[src/rtl/sv39_ptw_walker.sv]
// sv39_ptw_walker
//   SV39 hardware page-table walker. On a TLB miss it reads up to three PTEs
//   starting at satp.PPN and produces either a single TLB update pulse or a
//   single page-fault pulse. A/D bits are never written back, so a clear A bit,
//   or a clear D bit on a store, is reported as a fault.
//   Optional build macro: PTW_SUPERPAGE_ALIGN_CHECK_EN. When it is defined, a
//   superpage leaf whose PPN is not aligned to the page size faults.
module sv39_ptw_walker #(
    parameter int ASID_WIDTH = 1,
    parameter int PLEN       = 56
) (
    input  logic                  clk_i,
    input  logic                  rst_i,
    input  logic                  flush_i,
    input  logic                  walk_valid_i,
    output logic                  walk_ready_o,
    input  logic [38:0]           walk_vaddr_i,
    input  logic [ASID_WIDTH-1:0] walk_asid_i,
    input  logic                  walk_is_store_i,
    input  logic [43:0]           satp_ppn_i,
    output logic                  mem_req_o,
    output logic [PLEN-1:0]       mem_addr_o,
    input  logic                  mem_gnt_i,
    input  logic                  mem_rvalid_i,
    input  logic [63:0]           mem_rdata_i,
    output logic                  update_valid_o,
    output logic [26:0]           update_vpn_o,
    output logic [ASID_WIDTH-1:0] update_asid_o,
    output logic [63:0]           update_pte_o,
    output logic                  update_is_2M_o,
    output logic                  update_is_1G_o,
    output logic                  fault_o,
    output logic [38:0]           fault_vaddr_o
);

    typedef enum logic [1:0] {
        IDLE      = 2'd0,
        REQ       = 2'd1,
        WAIT_RESP = 2'd2,
        DRAIN     = 2'd3
    } state_e;

    state_e                  state_r, state_n_s;
    logic [1:0]              level_r, level_n_s;
    logic [55:0]             ptr_r, ptr_n_s;
    logic [38:0]             vaddr_r;
    logic [ASID_WIDTH-1:0]   asid_r;
    logic                    store_r;
    logic                    ready_r, req_r;
    logic                    upd_valid_r, upd_2m_r, upd_1g_r;
    logic [26:0]             upd_vpn_r;
    logic [ASID_WIDTH-1:0]   upd_asid_r;
    logic [63:0]             upd_pte_r;
    logic                    fault_r;
    logic [38:0]             fault_vaddr_r;

    logic                    capture_s, upd_fire_s, flt_fire_s;
    logic                    pte_bad_s, pte_leaf_s, leaf_fault_s, misalign_s;
    logic [43:0]             pte_ppn_s;
    logic [8:0]              vpn_next_s;

    // PTE decode of the response currently on the memory port
    assign pte_ppn_s    = mem_rdata_i[53:10];
    assign pte_bad_s    = !mem_rdata_i[0] || (mem_rdata_i[2] && !mem_rdata_i[1]);
    assign pte_leaf_s   = mem_rdata_i[1] || mem_rdata_i[3];
    assign leaf_fault_s = !mem_rdata_i[6] || (store_r && !mem_rdata_i[7]) || misalign_s;

`ifdef PTW_SUPERPAGE_ALIGN_CHECK_EN
    assign misalign_s = ((level_r == 2'd2) && (pte_ppn_s[17:0] != 18'd0)) ||
                        ((level_r == 2'd1) && (pte_ppn_s[8:0]  != 9'd0));
`else
    assign misalign_s = 1'b0;
`endif

    // VPN slice used to index the next-lower table
    always_comb begin
        case (level_r)
            2'd2:    vpn_next_s = vaddr_r[29:21];
            2'd1:    vpn_next_s = vaddr_r[20:12];
            default: vpn_next_s = 9'd0;
        endcase
    end

    // Next-state, walk pointer and result-pulse decisions
    always_comb begin
        state_n_s  = state_r;
        level_n_s  = level_r;
        ptr_n_s    = ptr_r;
        capture_s  = 1'b0;
        upd_fire_s = 1'b0;
        flt_fire_s = 1'b0;
        case (state_r)
            IDLE: begin
                if (walk_valid_i && !flush_i) begin
                    capture_s = 1'b1;
                    level_n_s = 2'd2;
                    ptr_n_s   = {satp_ppn_i, walk_vaddr_i[38:30], 3'b000};
                    state_n_s = REQ;
                end else begin
                    state_n_s = IDLE;
                end
            end
            REQ: begin
                if (flush_i) begin
                    // a granted read still owes us a response, so it must be drained
                    state_n_s = mem_gnt_i ? DRAIN : IDLE;
                end else if (mem_gnt_i) begin
                    state_n_s = WAIT_RESP;
                end else begin
                    state_n_s = REQ;
                end
            end
            WAIT_RESP: begin
                if (!mem_rvalid_i) begin
                    state_n_s = flush_i ? DRAIN : WAIT_RESP;
                end else if (flush_i) begin
                    // response arrives with the flush: nothing left to drain
                    state_n_s = IDLE;
                end else if (pte_bad_s) begin
                    flt_fire_s = 1'b1;
                    state_n_s  = IDLE;
                end else if (pte_leaf_s) begin
                    flt_fire_s = leaf_fault_s;
                    upd_fire_s = !leaf_fault_s;
                    state_n_s  = IDLE;
                end else if (level_r == 2'd0) begin
                    flt_fire_s = 1'b1;
                    state_n_s  = IDLE;
                end else begin
                    level_n_s = level_r - 2'd1;
                    ptr_n_s   = {pte_ppn_s, vpn_next_s, 3'b000};
                    state_n_s = REQ;
                end
            end
            DRAIN: begin
                state_n_s = mem_rvalid_i ? IDLE : DRAIN;
            end
            default: begin
                state_n_s = IDLE;
            end
        endcase
    end

    // FSM state register
    always_ff @(posedge clk_i or posedge rst_i) begin
        if (rst_i) begin
            state_r <= IDLE;
        end else begin
            state_r <= state_n_s;
        end
    end

    // Walk context, registered handshake outputs and TLB update / fault results
    always_ff @(posedge clk_i or posedge rst_i) begin
        if (rst_i) begin
            level_r       <= 2'd2;
            ptr_r         <= 56'd0;
            vaddr_r       <= 39'd0;
            asid_r        <= {ASID_WIDTH{1'b0}};
            store_r       <= 1'b0;
            ready_r       <= 1'b1;
            req_r         <= 1'b0;
            upd_valid_r   <= 1'b0;
            upd_vpn_r     <= 27'd0;
            upd_asid_r    <= {ASID_WIDTH{1'b0}};
            upd_pte_r     <= 64'd0;
            upd_2m_r      <= 1'b0;
            upd_1g_r      <= 1'b0;
            fault_r       <= 1'b0;
            fault_vaddr_r <= 39'd0;
        end else begin
            level_r     <= level_n_s;
            ptr_r       <= ptr_n_s;
            ready_r     <= (state_n_s == IDLE);
            req_r       <= (state_n_s == REQ);
            upd_valid_r <= upd_fire_s;
            fault_r     <= flt_fire_s;
            if (capture_s) begin
                vaddr_r <= walk_vaddr_i;
                asid_r  <= walk_asid_i;
                store_r <= walk_is_store_i;
            end
            if (upd_fire_s) begin
                upd_vpn_r  <= vaddr_r[38:12];
                upd_asid_r <= asid_r;
                upd_pte_r  <= mem_rdata_i;
                upd_2m_r   <= (level_r == 2'd1);
                upd_1g_r   <= (level_r == 2'd2);
            end
            if (flt_fire_s) begin
                fault_vaddr_r <= vaddr_r;
            end
        end
    end

    assign walk_ready_o   = ready_r;
    assign mem_req_o      = req_r;
    assign mem_addr_o     = PLEN'(ptr_r);
    assign update_valid_o = upd_valid_r;
    assign update_vpn_o   = upd_vpn_r;
    assign update_asid_o  = upd_asid_r;
    assign update_pte_o   = upd_pte_r;
    assign update_is_2M_o = upd_2m_r;
    assign update_is_1G_o = upd_1g_r;
    assign fault_o        = fault_r;
    assign fault_vaddr_o  = fault_vaddr_r;

endmodule
[config.mk]
export PLATFORM = sky130hd
export DESIGN_NAME = sv39_ptw_walker
export DESIGN_NICKNAME = d
export VERILOG_FILES = /design/src/rtl/sv39_ptw_walker.sv
export SDC_FILE = /design/constraint.sdc
export NUM_CORES = 1
export LEC_CHECK = 0
export ABC_AREA = 1
export BUFFER_PORTS_ARGS = -buffer_cell sky130_fd_sc_hd__clkbuf_2
export CAP_MARGIN = 20
export CORE_MARGIN = 2
export CORE_UTILIZATION = 54
export DETAILED_ROUTE_END_ITERATION = 10
export PLACE_DENSITY_LB_ADDON = 0.25
export SLEW_MARGIN = 20
export SYNTH_ARGS = -nofsm -noshare
export SYNTH_HDL_FRONTEND = slang
export SYNTH_SLANG_ARGS = --single-unit
[constraint.sdc]
create_clock -name clk_i -period 17.5 [get_ports clk_i]
set_input_delay 0.875 -clock clk_i [delete_from_list [all_inputs] [get_ports clk_i]]
set_output_delay 0.875 -clock clk_i [all_outputs]
set_load 0.03 [all_outputs]
==> Flow_metrics.wiki <==
{| class="wikitable"
! Metric !! Value
|-
| Leading cell types in the layout, fill and taps excluded || nand2_1 (578), clkbuf_2 (344), dfrtp_1 (233)
|-
| Io pins || 348
|-
| Status || complete, no violations
|-
| Clock tree from TritonCTS || built
|-
| Most common cell after layout, fill and taps aside || nand2_1
|-
| CP cell instances || inv_1 -> ha_1 -> inv_1 -> nand2_1 -> nor2_1 -> nand2_2 -> buf_4 -> nand2_2 -> nand2_1 -> nand2_1
|-
| Final core utilization || 68.6%
|-
| Clock network fraction of design power || 22.8%
|-
| Slew margin rel. || 27.5%
|-
| Leading area contributor after synthesis || dfrtp_1
|-
| Post-CTS setup buffers || 0
|-
| WP data required || 17.94 ns
|-
| Clk root buf || clkbuf_16
|-
| H-tree depth || 1
|-
| Count of input and output buffers || 344
|-
| Die boundary width || 142 um
|-
| Core Rows || 50
|-
| Number of distinct library cell variants in the gate-level netlist after synthesis || 21
|-
| Area inside the core boundary || 18600 um2
|-
| CP dominant cell by count || nand2_1
|-
| Hold-fix buffers at CTS || 0
|-
| Ant. Diodes || 0
|-
| Syn-to-layout area delta || 25.2%
|-
| Post-Synthesis Cells || 1244
|-
| Worst hold slack after final layout || 0.468 ns
|-
| Starting Density || 54.8%
|-
| Max Cap Viol || 0
|-
| Main area contributors after synthesis || dfrtp_1 (57%), nand2_1 (21%), nand4_1 (5.7%), nand3_1 (5.2%), buf_2 (2.3%)
|-
| Violation count after the first detailed-routing iteration || 620
|-
| Height of the die || 142 um
|-
| Fraction of power consumed by combinational cells || 39.3%
|-
| Worst path bufs/invs || 3
|-
| Setup repair after global routing missed its margin || no
|-
| Antenna violations before repair || 0
|-
| Antenna Nets Post-Route || 0
|-
| Overall global routing resource usage || between 30% and 40%
|-
| Delay of the slowest cell on the worst path || 0.88 ns
|-
| Total wirelength of the detailed-routed design || between 30000 and 40000 um
|-
| Share of layout cells above drive strength 1 || 26.6%
|-
| Switching power share of the total || 43.9%
|-
| Cell Int Power || 0.00133 W
|-
| Remaining routing DRC violations || 0
|-
| Sum Neg Setup Slack || 0 ns
|-
| GRT overflow || 0
|-
| Peak clock frequency supported by timing || ~0.36 GHz
|-
| Number of endpoints with negative hold slack in the final report || 0
|-
| Mean number of vias per cell || 5.40
|-
| Final Cycle Share || ~16%
|-
| Sequential power share || 37.9%
|-
| Average instance area after synthesis || 8.22 um2
|-
| Warnings, synthesis || 0
|-
| Type of element capturing the critical path || flop
|-
| Post-CTS Resized || 0
|-
| Iteration count of the initial detailed-routing pass || 8
|-
| Clock skew after layout || approximately 0.0084 ns
|-
| Worst path top cell family by delay || simple AND/OR/NAND/NOR gates
|-
| Register bit count reported by yosys || ~240
|-
| Peak supply drop || slightly above 0.00009 V
|-
| Average wire per standard cell || 17.3 um
|-
| Mapped Area || approximately 10000 um2
|-
| Crit start category || flop
|-
| Clock insertion delay at the later pin of the skew report || 0.51 ns
|-
| Sequential share of the synthesized area || 57.5%
|-
| Routability-driven placement congestion ratio || 0.818
|-
| Clock edge transition at the registers on the reported setup and hold paths || 0.06 ns
|-
| Time the worst path needs with I/O delays and setup || 2.76 ns
|-
| Worst min-delay path class || reg -> reg
|-
| Power per Cell Area || 185 nW/um2
|-
| Reported net switching power || 0.00104 W
|-
| Final Slew Violations || 0
|-
| Largest net degree at the start of global routing || 118
|-
| Critical Path Fanout Max || 57
|-
| Slowest stage cell, crit path || nand2_2
|-
| Final Power || 0.00236 W
|-
| Share of the synthesized area in the top cell type || 57.0%
|-
| Fillers || 1582
|-
| Leakage Power || roughly 7.6 nW
|-
| Final setup vio count || 0
|-
| Critical Setup Path Class || reg -> reg
|-
| Register-to-register setup slack || 14.74 ns
|-
| Arr. time, crit path || 3.21 ns
|-
| Clock buffers created by TritonCTS || 25
|-
| DIE AREA || 20000 um2
|-
| Transition at the pin with the smallest max-transition slack || 1.08 ns
|-
| Final Net Count || 1695
|-
| Half-perimeter wire length after detailed placement || 20100 um
|-
| Overall via count from detail_route || 9660
|-
| Number of sinks handled by clock tree synthesis || 235
|-
| First-pass GRT wire length || 49100 um
|-
| Area of the multi-input gates || 3710 um2
|-
| Vias in the first global route || 9242
|-
| Sequential cell area in the final layout || 5880 um2
|-
| Maximum clock insertion buffer count || 3
|}
routing by layer:
layer / vias up / share of wire [%] / GRT usage (%)
met5: - / 0 / 0
met4: 0 / 3.3 / 9.84
met3: 76 / 8.3 / 5.87
met2: 469 / 49 / 51.4
met1: 4560 / 39 / 40.4
li1: 4555 / - / -
path summary, 6_finish.rpt:
path / start / endpoint / cells past startpoint
worst max-delay path: level_r[1]$_DFFE_PP1P_ / mem_addr_o[27]$_DFFE_PP0P_ / 10
worst min-delay path: fault_vaddr_o[10]$_DFFE_PP0P_ / fault_vaddr_o[10]$_DFFE_PP0P_ / 2
worst max register to register: level_r[1]$_DFFE_PP1P_ / mem_addr_o[27]$_DFFE_PP0P_ / 10
worst min register to register: fault_vaddr_o[10]$_DFFE_PP0P_ / fault_vaddr_o[10]$_DFFE_PP0P_ / 2
max in group asynchronous: rst_i / mem_addr_o[41]$_DFFE_PP0P_ / 3
min in group asynchronous: rst_i / update_pte_o[34]$_DFFE_PP0P_ / 2
cell usage after synthesis (all sizes together):
library cell	count
clkbuf	31
inv	62
buf	62
dfstp	2
nand3	106
ha	3
nand2	581
conb	1
dfrtp	233
a21oi	9
nor2	18
o21ai	42
nand4	93
o22ai	1
power by group through the flow:
stage,combinational (W),clock [W],sequential (W)
4_1_cts,0.000936,0.000543,0.000895
6_report,0.000929,0.000538,0.000897
5_1_grt,0.00101,0.000568,0.000920
3_3_place_gp,0.000915,0,0.000893
2_1_floorplan,0.000316,0,0.00119
3_5_place_dp,0.000934,0,0.000897
worst min-delay path: cells and delay by family, from the launching register on:
kind             cells  cell delay [ns]
and+or+nand+nor      2             0.10
DFF                  1             0.34
state kept, by name, indices dropped and copies added, names as in the netlist, 2 cells and up:
name and count:
update_pte_o 64, mem_addr_o 53, fault_vaddr_o 39, vaddr_r 39, update_vpn_o 27, level_r 2
state_r 2
layout make-up:
cell class	count	area share, %
timing repair buffer	357	14.2
inverter	62	1.89
multi-input combinational	856	29.0
clock buffer	36	5.84
tap	234	2.29
clock inverter	9	0.772
sequential	235	46.0
cells by family after synthesis:
| logic type | Yosys count | share of synthesized area [%] |
|---|---|---|
| AO/OA/AOI/OAI | 52 | 2.56 |
| adder cells (fa/ha/maj) | 3 | 0.367 |
| buffers and inverters | 155 | 6.47 |
| flip-flops | 235 | 57.5 |
| other | 1 | 0.0367 |
| AND/OR/NAND/NOR | 798 | 33.0 |
stage by stage:
step	instances	worst slack [ns]	area [um2]
after floorplan	1246	10.18	10200
after global placement	1744	14.29	12000
after detailed placement	1744	14.27	12000
after CTS	1789	14.75	12800
after global routing	1789	14.51	12800
final	1789	14.74	12800
No activity file was read; power rests on OpenSTA's default activity.
